--- src/rtl/panda_mem_loader.sv ---
// panda_mem_loader
//   Write-back stage feeding the PANDA accelerator memories. An address token
//   and a data token are taken together while the load controller enables
//   streaming. The pair is tagged with the memory select and buffered. One
//   registered write is then issued to the selected memory.
//
// Ports
//   clk_i, rst_i   clock, asynchronous active-high reset
//   clear_i        synchronous soft clear (same effect as reset)
//   en_i, sel_i    stream enable and memory select from the load controller
//   addr_*         byte-address token stream (valid in, ready out)
//   data_*         data token stream (valid in, ready out)
//   mem_we_o       one-hot write enable {wfc, wconv, act, instr, cfg}
//   mem_addr_o     word address, mem_wdata_o write data (held between writes)
//   mem_stall_i    target memory busy; the registered write is held
//   words_o        completed writes since the last clear or select change
//   busy_o         FSM active or pair buffer non-empty
//   err_o          sticky {illegal/null select, misaligned address}
module panda_mem_loader #(
  parameter int unsigned DATA_W    = 32,
  parameter int unsigned ADDR_W    = 12,
  parameter int unsigned BUF_DEPTH = 2
) (
  input  logic              clk_i,
  input  logic              rst_i,
  input  logic              clear_i,
  input  logic              en_i,
  input  logic [2:0]        sel_i,
  input  logic              addr_valid_i,
  input  logic [31:0]       addr_i,
  output logic              addr_ready_o,
  input  logic              data_valid_i,
  input  logic [DATA_W-1:0] data_i,
  output logic              data_ready_o,
  output logic [4:0]        mem_we_o,
  output logic [ADDR_W-1:0] mem_addr_o,
  output logic [DATA_W-1:0] mem_wdata_o,
  input  logic              mem_stall_i,
  output logic [15:0]       words_o,
  output logic              busy_o,
  output logic [1:0]        err_o
);

  localparam int unsigned PTR_W = (BUF_DEPTH > 1) ? $clog2(BUF_DEPTH) : 1;
  localparam int unsigned AW    = ADDR_W + 2;

  typedef enum logic [1:0] {IDLE, RUN, DRAIN} state_t;

  state_t      state, state_nxt;
  logic [2:0]  cur_sel;
  logic        latch_sel;
  logic        clr_words;

  logic [2:0]        buf_sel  [BUF_DEPTH];
  logic [AW-1:0]     buf_addr [BUF_DEPTH];
  logic [DATA_W-1:0] buf_data [BUF_DEPTH];
  logic [PTR_W-1:0]  wr_ptr, rd_ptr;
  logic [PTR_W:0]    count;
  logic              full, empty;

  logic              sel_change, accept, head_avail, pop;
  logic [2:0]        head_sel;
  logic [AW-1:0]     head_addr;
  logic [DATA_W-1:0] head_data;
  logic [4:0]        head_we;
  logic              head_misalign, head_bad_sel, head_ok;

  // Byte-address bits above the word address select nothing in these memories.
  logic unused_addr_bits;
  assign unused_addr_bits = ^addr_i[31:AW];

  assign full  = (count == (PTR_W+1)'(BUF_DEPTH));
  assign empty = (count == '0);

  // A select change seen in RUN blocks accepts in the same cycle, so a pair
  // carrying the new select can never overtake buffered pairs of the old one.
  assign sel_change = (state == RUN) && en_i && (sel_i != cur_sel);
  assign accept     = en_i && addr_valid_i && data_valid_i && !full &&
                      (state != DRAIN) && !sel_change && !clear_i && !rst_i;

  assign addr_ready_o = accept;
  assign data_ready_o = accept;

  // With an empty buffer the incoming pair is the head: it is pushed and popped
  // in the same cycle. This gives a one-cycle accept-to-write latency while the
  // occupancy stays at zero.
  assign head_sel   = empty ? sel_i             : buf_sel[rd_ptr];
  assign head_addr  = empty ? addr_i[AW-1:0]    : buf_addr[rd_ptr];
  assign head_data  = empty ? data_i            : buf_data[rd_ptr];
  assign head_avail = !empty || accept;
  assign pop        = head_avail && !mem_stall_i;

  always_comb begin
    head_we = '0;
    case (head_sel)
      3'd0:    head_we = 5'b00001;
      3'd1:    head_we = 5'b00010;
      3'd4:    head_we = 5'b00100;
      3'd5:    head_we = 5'b01000;
      3'd6:    head_we = 5'b10000;
      default: head_we = '0;
    endcase
  end

  assign head_bad_sel  = (head_we == '0);
  assign head_misalign = |head_addr[1:0];
  assign head_ok       = !head_bad_sel && !head_misalign;

  assign busy_o = (state != IDLE) || !empty;

  always_comb begin
    state_nxt = state;
    latch_sel = 1'b0;
    clr_words = 1'b0;
    case (state)
      IDLE: begin
        if (en_i) begin
          state_nxt = RUN;
          latch_sel = 1'b1;
        end
      end
      RUN: begin
        if (sel_change) begin
          state_nxt = DRAIN;
        end else if (!en_i && empty) begin
          state_nxt = IDLE;
        end
      end
      DRAIN: begin
        if (empty) begin
          latch_sel = 1'b1;
          clr_words = 1'b1;
          state_nxt = en_i ? RUN : IDLE;
        end
      end
      default: state_nxt = IDLE;
    endcase
  end

  always_ff @(posedge clk_i or posedge rst_i) begin
    if (rst_i) begin
      state   <= IDLE;
      cur_sel <= '0;
    end else if (clear_i) begin
      state   <= IDLE;
      cur_sel <= '0;
    end else begin
      state <= state_nxt;
      if (latch_sel) begin
        cur_sel <= sel_i;
      end
    end
  end

  // Pair storage needs no reset: occupancy is tracked only by the pointers.
  always_ff @(posedge clk_i) begin
    if (accept) begin
      buf_sel[wr_ptr]  <= sel_i;
      buf_addr[wr_ptr] <= addr_i[AW-1:0];
      buf_data[wr_ptr] <= data_i;
    end
  end

  always_ff @(posedge clk_i or posedge rst_i) begin
    if (rst_i) begin
      wr_ptr      <= '0;
      rd_ptr      <= '0;
      count       <= '0;
      mem_we_o    <= '0;
      mem_addr_o  <= '0;
      mem_wdata_o <= '0;
      words_o     <= '0;
      err_o       <= '0;
    end else if (clear_i) begin
      wr_ptr      <= '0;
      rd_ptr      <= '0;
      count       <= '0;
      mem_we_o    <= '0;
      mem_addr_o  <= '0;
      mem_wdata_o <= '0;
      words_o     <= '0;
      err_o       <= '0;
    end else begin
      if (accept) begin
        wr_ptr <= wr_ptr + 1'b1;
      end
      if (pop) begin
        rd_ptr <= rd_ptr + 1'b1;
      end
      if (accept && !pop) begin
        count <= count + 1'b1;
      end else if (!accept && pop) begin
        count <= count - 1'b1;
      end

      if (!mem_stall_i) begin
        if (pop && head_ok) begin
          mem_we_o    <= head_we;
          mem_addr_o  <= head_addr[AW-1:2];
          mem_wdata_o <= head_data;
        end else begin
          mem_we_o <= '0;
        end
      end

      if (pop && head_misalign) begin
        err_o[0] <= 1'b1;
      end
      if (pop && head_bad_sel) begin
        err_o[1] <= 1'b1;
      end

      // A select change restarts the count; it takes priority over an old-select
      // write completing in the same cycle.
      if (clr_words) begin
        words_o <= '0;
      end else if ((mem_we_o != '0) && !mem_stall_i && (words_o != 16'hFFFF)) begin
        words_o <= words_o + 16'd1;
      end
    end
  end

endmodule

--- config.mk ---
export PLATFORM = sky130hd
export DESIGN_NAME = panda_mem_loader
export DESIGN_NICKNAME = d
export VERILOG_FILES = /design/src/rtl/panda_mem_loader.sv
export SDC_FILE = /design/constraint.sdc
export NUM_CORES = 1
export LEC_CHECK = 0
export ABC_AREA = 1
export ABC_CLOCK_PERIOD_IN_PS = 5090
export CAP_MARGIN = 20
export CORE_MARGIN = 1
export CORE_UTILIZATION = 30
export DETAILED_ROUTE_END_ITERATION = 10
export DONT_BUFFER_PORTS = 1
export PLACE_DENSITY = 0.55
export SKIP_LAST_GASP = 1
export SYNTH_ARGS = -nofsm -noshare
export SYNTH_HDL_FRONTEND = slang
export SYNTH_SLANG_ARGS = --single-unit
--- constraint.sdc ---
create_clock -name clk_i -period 5.09 [get_ports clk_i]
set_input_delay 1.018 -clock clk_i [delete_from_list [all_inputs] [get_ports clk_i]]
set_output_delay 1.018 -clock clk_i [all_outputs]
set_load 0.02 [all_outputs]
==> metrics.md <==
| Metric | Value |
|---|---|
| Worst path arrival time | 3.93 ns |
| Cts bufs inserted | 17 |
| Mapped cell area | 7740 µm² |
| # diodes | 0 |
| Leak | 3.54 nW |
| CP peak stage delay | 0.72 ns |
| Post-Synthesis Cells | 778 |
| Starting Density | 0.306 |
| Clock sinks | 174 |
| RSZ-0062 raised after global routing | no |
| Fill cells | 2,611 |
| Gpl congestion | 0.813 |
| HPWL Detailed | 11.9 mm |
| Critical Path RT | 5.41 ns |
| Area after DPL | 8010 µm² |
| Fmax | 0.277 GHz |
| Drt wl/cell | 18.3 µm |
| Tot Pwr | 3.85 mW |
| Placed cells | 1,071 |
| Max rail drop VDD | 0.461 mV |
| Clk pin slew, worst setup/hold paths | 0.07 ns |
| Port bufs | 0 |
| First-pass GRT wire length | 32.5 mm |
| Sequential-to-total area share from yosys stat | 0.626 |
| Clk_lat worst skew | 0.43 ns |
| Initial drt markers | 349 |
| Drt pass-1 iters | 4 |
| Final nets | 835 |
| Setup Crit Path Kind | flop to flop |
| Max_cap viols | 0 |
| # hold bufs at CTS | 0 |
| DRT Wirelength | 20.2 mm |
| Fin crit share | 0.708 |
| Buf/Inv on CP | 2 |
| Number of flops mapped to enable cells by yosys | 98 |
| Clock Skews | 0.0131 ns |
| Final Max Tran Viols | 0 |
| Max-slew headroom | 0.251 |
| Kind of start point of the critical path | flop |
| Antenna violation net count after detailed routing | 0 |
| CP Cell Sequence | nor2_4 -> buf_4 -> nand2_1 -> nand2_2 -> nand2_2 -> a21oi_4 -> buf_4 -> nand3_4 -> o21ai_0 |
| Critical path peak fanout | 84 |
| Setup repair bufs after CTS | 0 |
| #FFs+latches synth | 174 |
| Final worst slack | 1.48 ns |
| Main synth FF type | edfxtp_1 |
| DRC | 0 |
| Initial antenna violation count | 0 |
| Final Hold Viols | 0 |
| Synth warn | 0 |
| Post-route insts no fill | 1,103 |
| Run status | completed |
| Cell at the slowest stage of the critical path | buf_4 |
| Post-synth top area cell | edfxtp_1 |
| Critical Path End Type | flop |
| Vias in the first global route | 5,453 |
| Clk root buf | clkbuf_16 |
| Asr flop ratio synth | 0.437 |
| Share of the synthesized area in the top cell type | 0.380 |
| Core area | 25,300 µm² |
| Final Cell Area | 8620 µm² |
| Cell variety after synth | 35 |
| Setup violators final | 0 |
| Avg Cell Area, Syn | 9.95 µm² |
| Least-Margin Pin Slew | 1.12 ns |
| Grt ovf | 0 |
| Critical path's top delay family | simple AND/OR/NAND/NOR gates |
| FP Rows | 58 |
| Final min period | 3.61 ns |
| Setup_tns | 0 ns |
| Pre-CTS WS | 1.40 ns |
| Die area | 26,400 µm² |
| Share of cells above drive strength 1 | 0.0815 |
| Area Growth Syn to Fin | 11.4% |
| Worst min path class | input pin to asynchronous set/reset pin |
| CTS tree | built |
| Largest net degree at the start of global routing | 96 |
| Clk buf depth | 2 |
| DR vias/cell | 5.07 |
| Synth area leaders | edfxtp_1 38%, dfrtp_1 25%, nand2_1 7.5% |
| Pwr/cell area | 447 nW/µm² |
| Post-CTS Resized | 0 |
| Vert. Die Dim | 163 µm |
| Total number of vias | 5,593 |
| Chip Width | 163 µm |
| GRT Util Overall | 0.161 |
| Most frequent cells after synthesis | 155 x nand2_1, 102 x nor2_1, 98 x edfxtp_1, 76 x dfrtp_1, 73 x nand3_1 |
| Synthesized net count | 853 |
| H-Tree Depth | 4 |
| Count leader, synth | nand2_1 |
| IO Count | 144 |
==> sequential cells by signal (all words and copies together), names as in the netlist <==
name and count:
mem_wdata_o 32, err_o 2, words_o 16, cur_sel 3, wr_ptr 1, buf_addr 28
mem_addr_o 12, state 2, buf_sel 6, count 2, rd_ptr 1, mem_we_o 5
buf_data 64
==> worst reg2reg max path: stages (launching register included) <==
cell and delay, ns:
dfrtp_1 0.47, nor2_4 0.13, buf_4 0.72, nand2_1 0.19, nand2_2 0.17, nand2_2 0.10, a21oi_4 0.11, buf_4 0.54
nand3_4 0.70, o21ai_0 0.38
==> per-stage QoR <==
stage,hold slack (ns),util
floorplan,0.495,-
global placement,0.517,0.317
detailed placement,0.519,0.317
CTS,0.446,0.341
global route,0.458,0.341
finish,0.455,0.341
==> metal layers <==
| metal | vias up | track usage | part of all wire |
|---|---|---|---|
| met5 | - | 0 | 0 |
| met4 | 0 | 0.0353 | 0.0074 |
| met3 | 8 | 0.0525 | 0.061 |
| met2 | 116 | 0.260 | 0.48 |
| met1 | 2789 | 0.209 | 0.45 |
| li1 | 2680 | - | - |
==> area by class of cell <==
| cell class | instances | area (µm²) | share of cell area |
|---|---|---|---|
| flip-flops and latches | 174 | 4850 | 0.562 |
| multi-input cells | 511 | 2490 | 0.289 |
| clock buffers | 17 | 425 | 0.0494 |
| well taps | 330 | 413 | 0.0479 |
| clock inverters | 15 | 183 | 0.0212 |
| inverters | 44 | 170 | 0.0197 |
| repair buffers | 12 | 90.1 | 0.0105 |
==> final timing paths <==
kind	startpoint	to	slack [ns]	cells after the start
setup / recovery	count[0]	mem_we_o[3]	1.48	9
hold / removal	rst_i	mem_addr_o[2]	0.45	1
setup reg to reg	count[0]	mem_we_o[3]	1.48	9
hold reg to reg	cur_sel[1]	cur_sel[1]	0.54	2
max in group asynchronous	rst_i	mem_wdata_o[17]	3.57	2
min in group clk_i	cur_sel[1]	cur_sel[1]	0.54	2
==> power by group <==
part / internal (mW) / leakage, nW / total, mW / switching, mW
sequential: 1.56 / 1.93 / 1.70 / 0.136
combinational: 0.217 / 1.32 / 0.817 / 0.600
clock: 0.671 / 0.292 / 1.33 / 0.662
==> cells in the final DEF (no fill, tap or decap), types with 2 or more instances in the layout <==
cell type,instances
nor2_1,100
nand2_2,5
nand3_1,73
clkinv_2,2
inv_8,3
o22ai_1,3
clkbuf_16,17
o211ai_1,2
o21ai_1,2
nor2_4,3
nand4_1,55
a21oi_1,36
a21oi_4,2
buf_4,12
o31ai_1,33
nand2_1,155
dfrtp_1,75
edfxtp_1,98
inv_1,39
inv_2,2
xor2_1,2
nor3_1,10
inv_6,5
o21ai_0,19
clkinv_8,5
nor2_2,2
==> kinds of logic after synthesis <==
logic type                 share of synthesized area
and+or+nand+nor                                0.234
adders and majority gates                    0.00162
buffers and inverters                         0.0556
DFF                                            0.626
AOI/OAI and AO/OA                             0.0794
xor gates and xnor gates                     0.00340
No activity file was read; power rests on OpenSTA's default activity.
